File: src/rtl/z16_pkg.sv
// ============================================================================
// z16_pkg : shared widths and types for the Z16 writeback slice
// Rev 1.0
// ============================================================================
`default_nettype none

package z16_pkg;
  localparam int REG_ADDR_W = 4;
  localparam int DATA_W     = 16;
  localparam int NUM_REGS   = 16;

  typedef logic [REG_ADDR_W-1:0] reg_addr_t;
  typedef logic [DATA_W-1:0]     word_t;
endpackage

`default_nettype wire

File: src/rtl/z16_ld_tag_fifo.sv
// ============================================================================
// z16_ld_tag_fifo : synchronous FIFO of destination tags for in-flight loads
// Rev 1.0
// ============================================================================
`default_nettype none

module z16_ld_tag_fifo
  import z16_pkg::*;
#(
  parameter int DEPTH = 2
) (
  input  logic      i_clk,
  input  logic      i_rst,
  input  logic      i_push,
  input  reg_addr_t i_push_tag,
  input  logic      i_pop,
  output logic      o_full,
  output logic      o_empty,
  output reg_addr_t o_head
);
  localparam int AW = $clog2(DEPTH);

  // One extra pointer bit distinguishes full from empty when low bits match.
  logic [AW:0] wptr_q, wptr_d;
  logic [AW:0] rptr_q, rptr_d;
  reg_addr_t   mem_q [DEPTH];

  always_comb begin
    o_empty = (wptr_q == rptr_q);
    o_full  = (wptr_q[AW] != rptr_q[AW]) && (wptr_q[AW-1:0] == rptr_q[AW-1:0]);
    o_head  = mem_q[rptr_q[AW-1:0]];
    wptr_d  = wptr_q;
    rptr_d  = rptr_q;
    if (i_push && !o_full) wptr_d = wptr_q + 1'b1;
    if (i_pop && !o_empty) rptr_d = rptr_q + 1'b1;
  end

  always_ff @(posedge i_clk) begin
    if (i_rst) begin
      wptr_q <= '0;
      rptr_q <= '0;
    end else begin
      wptr_q <= wptr_d;
      rptr_q <= rptr_d;
    end
  end

  always_ff @(posedge i_clk) begin
    if (!i_rst && i_push && !o_full) mem_q[wptr_q[AW-1:0]] <= i_push_tag;
  end
endmodule

`default_nettype wire

File: src/rtl/z16_writeback.sv
// ============================================================================
// z16_writeback : ALU/load write arbiter, busy scoreboard and RF write register
// Optional read bypass mux enabled by Z16_WB_BYPASS_EN.  Rev 1.0
// ============================================================================
`default_nettype none

module z16_writeback
  import z16_pkg::*;
#(
  parameter int LD_DEPTH = 2
) (
  input  logic        i_clk,
  input  logic        i_rst,
  input  logic        i_alu_valid,
  output logic        o_alu_ready,
  input  logic [3:0]  i_alu_rd_addr,
  input  logic [15:0] i_alu_data,
  input  logic        i_ld_req_valid,
  output logic        o_ld_req_ready,
  input  logic [3:0]  i_ld_req_rd_addr,
  input  logic        i_ld_rsp_valid,
  input  logic [15:0] i_ld_rsp_data,
`ifdef Z16_WB_BYPASS_EN
  input  logic [3:0]  i_rs1_addr,
  input  logic [3:0]  i_rs2_addr,
  input  logic [15:0] i_rs1_rf_data,
  input  logic [15:0] i_rs2_rf_data,
  output logic [15:0] o_rs1_data,
  output logic [15:0] o_rs2_data,
`endif
  output logic        o_rd_wen,
  output logic [3:0]  o_rd_addr,
  output logic [15:0] o_rd_data,
  output logic [15:0] o_busy_mask,
  output logic        o_err
);
  logic                fifo_full, fifo_empty;
  reg_addr_t           fifo_head;
  logic                ld_wr, ld_push, alu_acc;
  logic [NUM_REGS-1:0] busy_q, busy_d;
  logic                rd_wen_q, rd_wen_d;
  reg_addr_t           rd_addr_q, rd_addr_d;
  word_t               rd_data_q, rd_data_d;
  logic                err_q, err_d;

  z16_ld_tag_fifo #(.DEPTH(LD_DEPTH)) u_tag_fifo (
    .i_clk      (i_clk),
    .i_rst      (i_rst),
    .i_push     (ld_push),
    .i_push_tag (i_ld_req_rd_addr),
    .i_pop      (ld_wr),
    .o_full     (fifo_full),
    .o_empty    (fifo_empty),
    .o_head     (fifo_head)
  );

  // Load responses always win the write port since they cannot be stalled.
  always_comb begin
    ld_wr          = i_ld_rsp_valid && !fifo_empty;
    o_alu_ready    = !i_rst && !ld_wr && !busy_q[i_alu_rd_addr];
    o_ld_req_ready = !i_rst && !fifo_full && !busy_q[i_ld_req_rd_addr];
    alu_acc        = i_alu_valid && o_alu_ready;
    ld_push        = i_ld_req_valid && o_ld_req_ready;
  end

  always_comb begin
    busy_d    = busy_q;
    rd_wen_d  = 1'b0;
    rd_addr_d = rd_addr_q;
    rd_data_d = rd_data_q;
    err_d     = err_q || (i_ld_rsp_valid && fifo_empty);
    if (ld_push) busy_d[i_ld_req_rd_addr] = 1'b1;
    if (ld_wr) begin
      busy_d[fifo_head] = 1'b0;
      rd_wen_d          = 1'b1;
      rd_addr_d         = fifo_head;
      rd_data_d         = i_ld_rsp_data;
    end else if (alu_acc) begin
      rd_wen_d  = 1'b1;
      rd_addr_d = i_alu_rd_addr;
      rd_data_d = i_alu_data;
    end
  end

  always_ff @(posedge i_clk) begin
    if (i_rst) begin
      busy_q    <= '0;
      rd_wen_q  <= 1'b0;
      rd_addr_q <= '0;
      rd_data_q <= '0;
      err_q     <= 1'b0;
    end else begin
      busy_q    <= busy_d;
      rd_wen_q  <= rd_wen_d;
      rd_addr_q <= rd_addr_d;
      rd_data_q <= rd_data_d;
      err_q     <= err_d;
    end
  end

  always_comb begin
    o_rd_wen    = rd_wen_q;
    o_rd_addr   = rd_addr_q;
    o_rd_data   = rd_data_q;
    o_busy_mask = busy_q;
    o_err       = err_q;
  end

`ifdef Z16_WB_BYPASS_EN
  // Forward the value being written this cycle to same-cycle register reads.
  always_comb begin
    o_rs1_data = (rd_wen_q && rd_addr_q == i_rs1_addr) ? rd_data_q : i_rs1_rf_data;
    o_rs2_data = (rd_wen_q && rd_addr_q == i_rs2_addr) ? rd_data_q : i_rs2_rf_data;
  end
`endif
endmodule

`default_nettype wire
File: config.mk
export PLATFORM = sky130hd
export DESIGN_NAME = z16_writeback
export DESIGN_NICKNAME = d
export VERILOG_FILES = /design/src/rtl/z16_pkg.sv /design/src/rtl/z16_ld_tag_fifo.sv /design/src/rtl/z16_writeback.sv
export SDC_FILE = /design/constraint.sdc
export NUM_CORES = 1
export LEC_CHECK = 0
export ABC_AREA = 1
export CORE_UTILIZATION = 40
export DETAILED_ROUTE_END_ITERATION = 16
export PLACE_DENSITY = 0.69
export SETUP_SLACK_MARGIN = 0.02
export SKIP_CTS_REPAIR_TIMING = 1
export SLEW_MARGIN = 20
export SYNTH_ARGS = -nofsm -noshare
export SYNTH_HDL_FRONTEND = slang
export SYNTH_SLANG_ARGS = --single-unit
File: constraint.sdc
create_clock -name i_clk -period 2.1 [get_ports i_clk]
set_input_delay 0.42 -clock i_clk [delete_from_list [all_inputs] [get_ports i_clk]]
set_output_delay 0.42 -clock i_clk [all_outputs]
set_load 0.05 [all_outputs]
==> impl_metrics.tcl, run 1 <==
set metrics [dict create \
    path_cells "clkdlybuf4s50_1, inv_1, nand2_2, a21oi_4, and2_2, buf_12" \
    max-cap-violations 0 \
    drtIter0Drc 246 \
    worstPathRequired_ns 1.68 \
    antenna_found_initial 0 \
    crit_start "i_rst" \
    ant_nets 0 \
    multi_input_area_um2 1510 \
    grt_pass1_vias 2796 \
    syn-num-nets 506 \
    cp.arrival_ns 1.61 \
    numPortBuffers 84 \
    critPathMaxFanout 4 \
    clk_latency_ns 0.31 \
    grtUsageTotal_pct 23.6 \
    r2r_start "u_tag_fifo.wptr_q[1]$_SDFFE_PP0P_" \
    setup_violations 0 \
    die_h_um 87.2 \
    fin_skew_ns 0.00997 \
    crit_path_end "o_ld_req_ready" \
    first_pass_iters 5 \
    slew_viol_final 0 \
    ys_warn_count 0 \
    die_w_um 87.2 \
    cpMaxStageDelayCell "clkdlybuf4s50_1" \
    critPathLaunchType "primary input" \
    io_pins 85 \
    fillers 675 \
    slew_headroom_pct 64.4 \
    dpl.hpwl_um 6850 \
    start_util_pct 42.1 \
    num_vias 3304 \
    wl_per_cell_um 13.3 \
    hold_class "register to register" \
    avgSynthCellArea_um2 6.30 \
    hold_viol_final 0 \
    ir_worst_vdd_uv 347 \
    cellLeakagePower_nw 1.90 \
    final_core_util_pct 61.5 \
    reg2reg_slack_ns 0.34 \
    cts_max_level 2 \
    final_nets 615 \
    cts_tree "yes" \
    ys_seq_area_share_pct 37.9 \
    grt_overflow 0 \
    n_antenna_cell 0 \
    p_per_area_nw_per_um2 682 \
    slowest_delay_ns 0.56 \
    cts_buffer_depth 2 \
    drc 0 \
    regArea_um2 1100 \
    cts_buffers 5 \
    fin_crit_ns 2.03 \
    worst_slew_pin_slew_ns 0.533 \
    finalInstanceArea_um2 4250 \
    post_drt_via_cell_ratio 4.95 \
    rows 30 \
    core_area_um2 6910 \
    ys_ff_latch 51 \
    worst-r2r-cell-count 8 \
    finalPower_mw 2.90 \
    drive_gt1_share_pct 13.1 \
    path_class "primary input to primary output" \
    grt_setup_unrepaired "no" \
    period_share_pct 96.4 \
    routed_wl_um 8850 \
    clock.fmax_ghz 0.494 \
    dieArea_um2 7610 \
    clkTransAtPathRegs_ns 0.10 \
    crit_path_end_kind "primary output" \
    mappedNetlistArea_um2 2910 \
    timing.rr.end "u_tag_fifo.mem_q[1][2]$_DFFE_PP_" \
    syn_to_final_growth_pct 46.2 \
    clock-sinks 51 \
    syn_inst 461 \
    synth_cell_type_count 25 \
    cts-root-buf "clkbuf_8" \
    place_congestion 0.938 \
    grt_max_degree 42 \
    grt_pass1_wl_um 13800 \
    status "completed" \
    dpl-instance-area_um2 4080 \
]
## worst min-delay path by stage
stage	start	endpoint	slack, ns	depth (start not counted)
after global routing	o_err$_SDFF_PP0_	o_err$_SDFF_PP0_	0.49	2
final	o_err$_SDFF_PP0_	o_err$_SDFF_PP0_	0.46	2
after detailed placement	o_err$_SDFF_PP0_	o_err$_SDFF_PP0_	0.45	2
after floorplan	u_tag_fifo.rptr_q[1]$_SDFFE_PP0P_	u_tag_fifo.rptr_q[1]$_SDFFE_PP0P_	0.45	2
after CTS	o_err$_SDFF_PP0_	o_err$_SDFF_PP0_	0.46	2
after global placement	o_err$_SDFF_PP0_	o_err$_SDFF_PP0_	0.44	2
## routing by layer
| layer | global-route usage (%) | part of all wire [%] | wire (µm) |
|---|---|---|---|
| met3 | 2.84 | 4.7 | 418 |
| met1 | 35.7 | 49 | 4320 |
| met5 | 0 | 0 | 0 |
| met4 | 4.02 | 0.68 | 60 |
| met2 | 36.5 | 46 | 4060 |
## worst max-delay path: cells and delay by family
kind / cells / cell delay [ns]
and+or+nand+nor: 2 / 0.34
AOI/OAI and AO/OA: 1 / 0.05
buffers and inverters: 3 / 0.80
## synth_stat cells
cell type | n | share of area (%)
nand2_1 | 124 | 16
nor2_1 | 63 | 8.1
inv_1 | 58 | 7.5
a21oi_1 | 47 | 8.1
dfxtp_1 | 43 | 30
nand3_1 | 34 | 5.9
o21ai_0 | 22 | 3.8
nand4_1 | 18 | 3.9
clkbuf_1 | 14 | 1.8
edfxtp_1 | 8 | 8.3
buf_2 | 7 | 1.2
o21ai_1 | 6 | 1.0
buf_6 | 2 | 0.78
inv_2 | 2 | 0.26
nand2_2 | 2 | 0.43
xnor2_1 | 2 | 0.60
a21oi_4 | 1 | 0.56
and2_1 | 1 | 0.22
and3_1 | 1 | 0.22
nand2b_1 | 1 | 0.22
nand3_2 | 1 | 0.34
nor2_4 | 1 | 0.39
o211ai_1 | 1 | 0.26
o22ai_1 | 1 | 0.22
xor2_1 | 1 | 0.30
## logic make-up (layout without fill, tap and decap cells)
kind of cell / after synthesis / count (layout) / share of synthesized area, %
and+or+nand+nor: 246 / 246 / 35.7
buffers and inverters: 83 / 193 / 11.5
DFF: 51 / 51 / 37.9
xor gates and xnor gates: 3 / 3 / 0.905
AOI/OAI and AO/OA: 78 / 78 / 14.0
## where the power goes
part	internal, mW	leakage (nW)	switching, mW
registers	1.08	0.426	0.0520
clock network	0.234	0.0460	0.336
logic	0.458	1.43	0.733
total	1.78	1.90	1.12
## registers in the layout, indices dropped and copies added (netlist names), named ones only
signal / count
o_busy_mask: 16
u_tag_fifo.mem_q: 8
o_rd_wen: 1
u_tag_fifo.wptr_q: 2
o_err: 1
o_rd_data: 16
o_rd_addr: 4
u_tag_fifo.rptr_q: 2
## placed cells by master (no fill, tap or decap), types with 2 or more instances in the layout
| cell type | Yosys | layout |
|---|---|---|
| nand2_1 | 124 | 120 |
| clkdlybuf4s50_1 | 0 | 76 |
| nor2_1 | 63 | 61 |
| inv_1 | 58 | 56 |
| a21oi_1 | 47 | 46 |
| dfxtp_1 | 43 | 40 |
| buf_4 | 0 | 38 |
| nand3_1 | 34 | 34 |
| o21ai_0 | 22 | 22 |
| nand4_1 | 18 | 18 |
| edfxtp_1 | 8 | 8 |
| o21ai_1 | 6 | 6 |
| nand2_2 | 2 | 5 |
| clkbuf_8 | 0 | 5 |
| inv_2 | 2 | 4 |
| dlymetal6s2s_1 | 0 | 4 |
| buf_12 | 0 | 4 |
| dfxtp_2 | 0 | 3 |
| nor2_2 | 0 | 2 |
| xnor2_2 | 0 | 2 |
| clkbuf_2 | 0 | 2 |
## stage by stage
stage               instances  TNS, ns  hold slack (ns)  worst slack, ns
floorplan                 461        0            0.452           0.0762
global placement          655    -2.36            0.444           -0.300
detailed placement        655    -3.36            0.447           -0.324
CTS                       663   -0.452            0.464           -0.328
global route              667        0            0.494           0.0196
finish                    667        0            0.457           0.0748
## layout make-up
type / count / area share (%)
Sequential cell: 51 / 26.0
Timing Repair Buffer: 125 / 28.2
Inverter: 60 / 5.30
Tap cell: 96 / 2.83
Clock inverter: 3 / 0.412
Multi-Input combinational cell: 327 / 35.6
Clock buffer: 5 / 1.62
(Power assumes the default switching activity.)
==> run 2: changes to the inputs <==
==> constraint.sdc (replaced) <==
create_clock -name i_clk -period 2.1 [get_ports i_clk]
set_input_delay 0.42 -clock i_clk [delete_from_list [all_inputs] [get_ports i_clk]]
set_output_delay 0.42 -clock i_clk [all_outputs]
set_load 0.1 [all_outputs]
==> run 2 against run 1 <==
Clock skew down 0.0040 ns. Design area down 2.2%. Critical endpoint is now o_alu_ready. Total power up 11%. Wire length up 1.3%. Global-route usage up 0.68 points.
==> impl_metrics.tcl, run 2 (synthesis results as in run 1) <==
set metrics [dict create \
    status "completed" \
    p_seq_share_pct 35.6 \
    clock-sinks 51 \
    fin_skew_ns 0.00595 \
    grt_pass1_wl_um 14100 \
    p_int_mw 1.78 \
    ant_nets 0 \
    start_util_pct 42.1 \
    io_pins 85 \
    p_clk_share_pct 19.2 \
    cellLeakagePower_nw 1.98 \
    drc 0 \
    swShare_pct 44.5 \
    clock.fmax_ghz 0.492 \
    cts-root-buf "clkbuf_8" \
    fin_crit_ns 2.03 \
    combinationalPowerShare_pct 45.2 \
    crit_start "u_tag_fifo.rptr_q[0]$_SDFFE_PP0P_" \
    hold_class "primary input to register" \
    grt_overflow 0 \
    p_switching_mw 1.43 \
    fillers 685 \
    cts_max_level 2 \
    routed_wl_um 8970 \
    worstPathRequired_ns 1.68 \
    drtIter0Drc 206 \
    cts_buffers 5 \
    core_area_um2 6910 \
    clkTransAtPathRegs_ns 0.10 \
    dpl.hpwl_um 6780 \
    critPathMaxFanout 3 \
    crit_path_end_kind "primary output" \
    cpMaxStageDelayCell "dfxtp_4" \
    cp.arrival_ns 1.61 \
    slowest_delay_ns 0.38 \
    drive_gt1_share_pct 22.8 \
    dieArea_um2 7610 \
    antenna_found_initial 0 \
    slew_headroom_pct 65.2 \
    final_common_cell "nand2_1" \
    grt_pass1_vias 2896 \
    n_antenna_cell 0 \
    final_nets 609 \
    syn_to_final_growth_pct 43.0 \
    post_drt_via_cell_ratio 4.93 \
    path_class "register to primary output" \
    layout_common_cells "nand2_1, buf_4, nor2_1, inv_1, a21oi_1" \
    ir_worst_vdd_uv 482 \
    critPathTopFamily "flip-flops" \
    cp.buffers_inverters 2 \
    cts_tree "yes" \
    path_cells "xnor2_4, nand2_2, a21oi_2, buf_4, and3_4, buf_12" \
    die_h_um 87.2 \
    grt_setup_unrepaired "yes" \
    period_share_pct 96.9 \
    wl_per_cell_um 13.6 \
    place_congestion 0.918 \
    cts_buffer_depth 2 \
    grtUsageTotal_pct 24.3 \
    p_per_area_nw_per_um2 772 \
    first_pass_iters 4 \
    rows 30 \
    clk_latency_ns 0.31 \
    max-cap-violations 0 \
    setup_violations 0 \
    hold_slack_ns 0.412 \
    slew_viol_final 0 \
    critPathLaunchType "register" \
    die_w_um 87.2 \
    numPortBuffers 84 \
    num_vias 3258 \
    hold_viol_final 0 \
    worst_slew_pin_slew_ns 0.516 \
    finalPower_mw 3.21 \
    holdCritStartpoint "i_rst" \
    grt_max_degree 47 \
]
==> run 2: cell types whose count changed in the layout (fill, tap and decap cells not counted), sizes merged <==
cell | previous run | this run
clkbuf | 7 | 8
dlymetal6s2s | 4 | 6
buf | 43 | 75
clkinv | 2 | 1
clkdlybuf4s50 | 76 | 36
==> run 2: power by group through the flow <==
stage	clock network (mW)	registers [mW]	logic [mW]
after floorplan	0	1.69	0.489
after global placement	0	1.15	1.41
after detailed placement	0	1.16	1.43
after CTS	0.636	1.14	1.43
after global routing	0.682	1.15	1.55
final	0.617	1.14	1.45
==> run 2: worst paths after layout <==
path                                    end  slack, ns  cells past startpoint
setup / recovery                o_alu_ready       0.07                      6
setup reg to reg  o_busy_mask[9]$_SDFF_PP0_       0.38                      6
hold reg to reg            o_err$_SDFF_PP0_       0.47                      2
hold / removal             o_err$_SDFF_PP0_       0.41                      2
==> run 2: routing by layer <==
| metal | global-route usage (%) | part of all wire (%) |
|---|---|---|
| met5 | 0 | 0 |
| met2 | 37.1 | 44 |
| met4 | 8.20 | 1.8 |
| met3 | 6.45 | 7.4 |
| met1 | 33.4 | 47 |
==> run 2: per-stage QoR <==
step / utilization [%] / cells / setup slack, ns / setup TNS [ns] / area [µm²]
after floorplan: - / 461 / 0.0725 / 0 / 2930
after global placement: 57.5 / 650 / -0.245 / -3.10 / 3970
after detailed placement: 57.5 / 650 / -0.293 / -4.48 / 3970
after CTS: 58.9 / 658 / -0.299 / -0.455 / 4070
after global routing: 60.1 / 661 / -0.0126 / -0.0196 / 4150
final: 60.1 / 661 / 0.0655 / 0 / 4150
==> run 2: area by class of cell <==
class                           count  area (µm²)  share of cell area [%]
Clock inverter                      2        13.8                   0.331
Timing Repair Buffer              119        1060                    25.5
Multi-Input combinational cell    327        1520                    36.6
Clock buffer                        6        82.6                    1.99
Sequential cell                    51        1130                    27.2
Tap cell                           96         120                    2.89
Inverter                           60         225                    5.42
